**src/rtl/result_vote_window.sv**
```systemverilog
// result_vote_window: sliding-window majority vote over classification results,
// plus a frame-start to result cycle counter for the debug/7-segment path.
module result_vote_window #(
    parameter int CLASS_W      = 2,
    parameter int WINDOW       = 3,
    parameter int CNT_W        = 32,
    parameter bit HOLD_NO_MAJ  = 1'b1,
    parameter bit EMIT_PARTIAL = 1'b0
) (
    input  logic                         clk,
    input  logic                         rst_n,
    input  logic                         clear,
    input  logic                         frame_start,
    input  logic                         result_valid,
    input  logic [CLASS_W-1:0]           result_in,
    output logic                         result_ready,
    output logic [CLASS_W-1:0]           vote_out,
    output logic                         vote_valid,
    output logic                         vote_confident,
    output logic [$clog2(WINDOW+1)-1:0]  fill_count,
    output logic                         overrun,
    output logic [CNT_W-1:0]             cycles_last,
    output logic                         cycles_valid
);

    localparam int NUM_CLASSES = 2 ** CLASS_W;
    localparam int FILL_W      = $clog2(WINDOW + 1);
    localparam int PTR_W       = (WINDOW > 1) ? $clog2(WINDOW) : 1;

    localparam logic [FILL_W-1:0]  FILL_ONE  = 1;
    localparam logic [FILL_W-1:0]  FILL_FULL = FILL_W'(WINDOW);
    localparam logic [PTR_W-1:0]   PTR_ONE   = 1;
    localparam logic [PTR_W-1:0]   PTR_LAST  = PTR_W'(WINDOW - 1);
    localparam logic [CLASS_W-1:0] IDX_ONE   = 1;
    localparam logic [CLASS_W-1:0] IDX_LAST  = CLASS_W'(NUM_CLASSES - 1);
    localparam logic [CNT_W-1:0]   CNT_ONE   = 1;

    typedef enum logic [1:0] {IDLE, UPDATE, SCAN, EMIT} state_t;

    state_t             state;
    logic [CLASS_W-1:0] buf_mem  [WINDOW];
    logic [FILL_W-1:0]  hist     [NUM_CLASSES];
    logic [FILL_W-1:0]  hist_nxt [NUM_CLASSES];
    logic [PTR_W-1:0]   wr_ptr;
    logic [CLASS_W-1:0] new_cls;
    logic [CLASS_W-1:0] idx;
    logic [CLASS_W-1:0] best;
    logic [FILL_W-1:0]  best_cnt;
    logic [CLASS_W-1:0] evicted;
    logic               full;
    logic               confident;
    logic               accept;
    logic [CNT_W-1:0]   cnt;
    logic               running;

    assign evicted   = buf_mem[wr_ptr];
    assign full      = (fill_count == FILL_FULL);
    assign confident = ({best_cnt, 1'b0} > {1'b0, fill_count});
    assign accept    = (state == IDLE) && result_valid && !clear;

    // Histogram after adding the captured result and evicting the oldest one when full.
    always_comb begin
        for (int c = 0; c < NUM_CLASSES; c++) begin
            // NOTE: every path assigns hist_nxt first, so no latch can be inferred.
            hist_nxt[c] = hist[c];
            if (new_cls == CLASS_W'(c))
                hist_nxt[c] = hist_nxt[c] + FILL_ONE;
            if (full && evicted == CLASS_W'(c))
                hist_nxt[c] = hist_nxt[c] - FILL_ONE;
        end
    end

    // Vote FSM: capture, update window/histogram, scan for the argmax, emit.
    always_ff @(posedge clk) begin
        if (!rst_n || clear) begin
            // NOTE: the window buffer is a small flop array, cleared so a restarted
            // window never carries entries from before the flush.
            for (int w = 0; w < WINDOW; w++) buf_mem[w] <= '0;
            for (int c = 0; c < NUM_CLASSES; c++) hist[c] <= '0;
            state          <= IDLE;
            result_ready   <= 1'b1;
            wr_ptr         <= '0;
            fill_count     <= '0;
            new_cls        <= '0;
            idx            <= '0;
            best           <= '0;
            best_cnt       <= '0;
            vote_out       <= '0;
            vote_valid     <= 1'b0;
            vote_confident <= 1'b0;
            overrun        <= 1'b0;
        end else begin
            // NOTE: non-blocking assignments keep every register update in this
            // block reading the pre-edge values, whatever the statement order.
            vote_valid <= 1'b0;
            if (result_valid && state != IDLE)
                overrun <= 1'b1;
            case (state)
                IDLE: begin
                    if (result_valid) begin
                        new_cls      <= result_in;
                        result_ready <= 1'b0;
                        state        <= UPDATE;
                    end
                end
                UPDATE: begin
                    for (int c = 0; c < NUM_CLASSES; c++) hist[c] <= hist_nxt[c];
                    if (!full)
                        fill_count <= fill_count + FILL_ONE;
                    buf_mem[wr_ptr] <= new_cls;
                    wr_ptr   <= (wr_ptr == PTR_LAST) ? '0 : wr_ptr + PTR_ONE;
                    best     <= '0;
                    best_cnt <= hist_nxt[0];
                    idx      <= IDX_ONE;
                    state    <= SCAN;
                end
                SCAN: begin
                    // Strict compare: ties keep the lower class index.
                    if (hist[idx] > best_cnt) begin
                        best     <= idx;
                        best_cnt <= hist[idx];
                    end
                    if (idx == IDX_LAST)
                        state <= EMIT;
                    else
                        idx <= idx + IDX_ONE;
                end
                EMIT: begin
                    if (EMIT_PARTIAL || full) begin
                        vote_valid     <= 1'b1;
                        vote_confident <= confident;
                        if (!HOLD_NO_MAJ || confident)
                            vote_out <= best;
                    end
                    result_ready <= 1'b1;
                    state        <= IDLE;
                end
                default: begin
                    result_ready <= 1'b1;
                    state        <= IDLE;
                end
            endcase
        end
    end

    // Frame-to-result cycle counter; latches on acceptance before any restart.
    always_ff @(posedge clk) begin
        if (!rst_n) begin
            cnt          <= '0;
            running      <= 1'b0;
            cycles_last  <= '0;
            cycles_valid <= 1'b0;
        end else begin
            cycles_valid <= 1'b0;
            if (running && cnt != '1)
                cnt <= cnt + CNT_ONE;
            if (accept && running) begin
                cycles_last  <= (cnt == '1) ? cnt : cnt + CNT_ONE;
                cycles_valid <= 1'b1;
                running      <= 1'b0;
            end
            if (frame_start) begin
                cnt     <= '0;
                running <= 1'b1;
            end
        end
    end

endmodule

```
**config.mk**
```make
export PLATFORM = sky130hd
export DESIGN_NAME = result_vote_window
export DESIGN_NICKNAME = d
export VERILOG_FILES = /design/src/rtl/result_vote_window.sv
export SDC_FILE = /design/constraint.sdc
export NUM_CORES = 1
export LEC_CHECK = 0
export ABC_AREA = 1
export ABC_CLOCK_PERIOD_IN_PS = 3100
export BUFFER_PORTS_ARGS = -buffer_cell sky130_fd_sc_hd__buf_4
export CORE_UTILIZATION = 60
export DETAILED_ROUTE_END_ITERATION = 10
export PLACE_DENSITY_LB_ADDON = 0.08
export SLEW_MARGIN = 20
export SYNTH_ARGS = -nofsm -noshare
export SYNTH_HDL_FRONTEND = slang
export SYNTH_SLANG_ARGS = --single-unit
```
**constraint.sdc**
```tcl
create_clock -name clk -period 3.1 [get_ports clk]
set_input_delay 0.465 -clock clk [delete_from_list [all_inputs] [get_ports clk]]
set_output_delay 0.465 -clock clk [all_outputs]
set_load 0.1 [all_outputs]
```
==> flow_metrics.py <==
metrics = {
    "yosys": {
        "async_flop_share": 0,
        "synth-seq-area-share": 0.421,
        "synth_simple_gate_area_frac": 0.309,
        "synth-seq-cells": 106,
        "ys.flop_type": "dfxtp_1",
        "yosysWarnings": 0,
        "synth_fa_ha_area_frac": 0.0254,
        "synth_compound_area_frac": 0.134,
        "synth_cell_types": 40,
        "synth_xor_area_frac": 0.0307,
        "syn-instance-count": 750,
        "muxShareOfSynthArea": 0,
        "synth_edf_count": 16,
        "synth_top_family_by_area": "simple AND/OR/NAND/NOR gates",
        "synth.avg_cell_area_um2": 7.23,
        "syn_area_um2": 5420,
        "synthesis.nets": 768,
    },
    "sta": {
        "hold_viol": 0,
        "maxSlewViolCount": 0,
        "finalSetupViolations": 0,
        "fin_tns_setup_ns": 0,
        "rsz0062_at_grt": "no",
        "tightest_slew_ns": 0.467,
        "fin_crit_ns": 2.14,
        "slew_headroom": 0.689,
        "min_period_over_period": 0.690,
        "max_clock_freq_ghz": 0.468,
        "finalClockSkew_ns": 0.0185,
    },
    "floorplanning": {
        "dieWidth_um": 97.1,
        "start_util": 0.622,
        "rows": 34,
        "core-area_um2": 8720,
        "dieArea_um2": 9420,
        "num_io_pins": 48,
        "die_h_um": 97.1,
    },
    "worst_setup_path": {
        "path_depth": 10,
        "path_cells": "ha_1 -> nand2_2 -> nor2_2 -> nand3_2 -> nor2_2 -> nand4_2 -> buf_4 -> nand2_1 -> nor2_1 -> nor2_1",
        "cp_max_fo": 20,
        "crit_family": "simple AND/OR/NAND/NOR gates",
        "crit_type": "reg -> reg",
        "end_kind": "flop",
        "cp.arrival_ns": 2.44,
        "ff2ff_setup_slack_ns": 0.96,
        "timing.critical_path.from": "cnt[1]",
        "r2r-start": "cnt[1]",
        "cp_slowest_cell": "dfxtp_1",
        "required_ns": 3.41,
        "startpoint_type": "flop",
        "worstReg2RegEnd": "cycles_last[28]",
        "r2r_cells": 10,
        "crit_end": "cycles_last[28]",
        "cpPeakStageDelay_ns": 0.41,
        "critPathBufInv": 1,
    },
    "global_routing": {
        "grt_pass1_vias": 4564,
        "antenna_found_initial": 0,
        "grt_overflow": 0,
        "track_usage": 0.266,
        "grt_max_degree": 53,
        "grt_pass1_wl_um": 20600,
    },
    "place": {
        "routabilityCongestion": 0.955,
        "io_buffers": 47,
        "dp_hpwl_um": 8970,
    },
    "clock_tree": {
        "clock_sinks": 106,
        "numCtsBuffers": 9,
        "hold_buffers": 0,
        "ctsResizeCount": 0,
        "cts_tree": "yes",
        "cts-root-buf": "clkbuf_8",
        "path_clk_slew_ns": 0.12,
        "postCtsSetupBuffers": 0,
        "h-tree-depth": 3,
        "clk_latency_ns": 0.37,
        "cts_buffer_depth": 2,
    },
    "layout": {
        "layout_common_cells": "nand2_1, nor2_1, dfxtp_1",
        "final_nets": 809,
        "area_delta_synth_final_pct": 10.9,
        "finish.utilization": 0.690,
        "layout_commonest_cell": "nand2_1",
        "drive_gt1_frac": 0.118,
        "diodes": 0,
    },
    "power_and_ir_drop": {
        "vdd_drop_max_mv": 0.264,
        "p_leak_uw": 0.00250,
        "p_per_area_nw_per_um2": 463,
    },
    "min_path": {
        "min_from": "frame_start",
        "hold_path.class": "in -> reg",
    },
    "run_status": {
        "status": "finished, final reports clean",
    },
    "routing": {
        "num_vias": 4850,
        "drtIter0Drc": 270,
        "wl_um": 12200,
        "viasPerCell": 5.37,
        "postRouteAntennaNets": 0,
        "routedWlPerCell_um": 13.5,
        "firstDrtPassIters": 5,
        "drc": 0,
    },
    "job": {
        "maxCapViolCount": 0,
    },
}
==> worst min path at each step <==
stage | endpoint | slack [ns] | cells past startpoint
after floorplan | best[0] | 0.44 | 2
after global placement | vote_out[1] | 0.44 | 2
after detailed placement | vote_out[1] | 0.44 | 2
after CTS | running | 0.29 | 3
after global routing | running | 0.28 | 3
final | running | 0.31 | 3
==> metal layers <==
layer  vias up  GRT usage  part of all wire
li1       2498          -                 -
met1      2219      0.327              0.43
met2       117      0.469              0.51
met3        16     0.0468             0.042
met4         0     0.0884             0.019
met5         -          0                 0
==> synthesized netlist by cell type, types with 9 or more instances <==
master | count | area share
edfxtp_1 | 16 | 0.089
inv_1 | 75 | 0.052
ha_1 | 11 | 0.025
a21oi_1 | 45 | 0.042
dfxtp_1 | 90 | 0.33
o21ai_1 | 13 | 0.012
o21a_1 | 13 | 0.018
o21ai_0 | 49 | 0.045
xor2_1 | 12 | 0.019
nor2_1 | 119 | 0.082
nand3_1 | 43 | 0.040
nand2_1 | 173 | 0.12
clkbuf_1 | 9 | 0.0062
==> per-stage QoR <==
stage / std cells / setup WS, ns / total power, µW / cell area, µm² / hold WS (ns)
2_1_floorplan: 750 / 1.01 / 1830 / 5420 / 0.437
3_3_place_gp: 888 / 0.798 / 1910 / 5800 / 0.438
5_1_grt: 904 / 0.739 / 2900 / 6010 / 0.283
4_1_cts: 904 / 0.975 / 2800 / 6010 / 0.292
3_5_place_dp: 888 / 0.655 / 1920 / 5800 / 0.439
6_report: 904 / 0.962 / 2780 / 6010 / 0.312
==> flip-flops by register name, summed over array words and instances (netlist names), 2 cells and up, named ones only <==
| register | count |
|---|---|
| vote_out | 2 |
| cnt | 32 |
| best_cnt | 2 |
| wr_ptr | 2 |
| state | 2 |
| best | 2 |
| cycles_last | 32 |
| fill_count | 2 |
| hist | 8 |
| new_cls | 2 |
| buf_mem | 8 |
| idx | 2 |
==> report_power, final <==
part | switching (µW) | internal (µW)
clock network | 528 | 365
logic | 309 | 102
registers | 38.4 | 1440
==> logic make-up (layout without fill, tap and decap cells) <==
family,Yosys count,in the layout
AND/OR/NAND/NOR,382,382
AO/OA/AOI/OAI,133,133
XOR/XNOR,19,19
flip-flops,106,106
buffers and inverters,99,145
adder cells (fa/ha/maj),11,11
==> cell type report <==
type	count	area, µm²
clock buffers	10	149
clock inverters	6	62.6
fillers	756	2710
inverters	78	295
multi-input cells	545	2710
flip-flops and latches	106	2280
well taps	108	135
repair buffers	51	383
==> worst min-delay path, cell delays in order <==
cell     delay, ns
buf_4         0.08
a21oi_1       0.03
nor2_1        0.07
No activity file was read; power rests on OpenSTA's default activity.
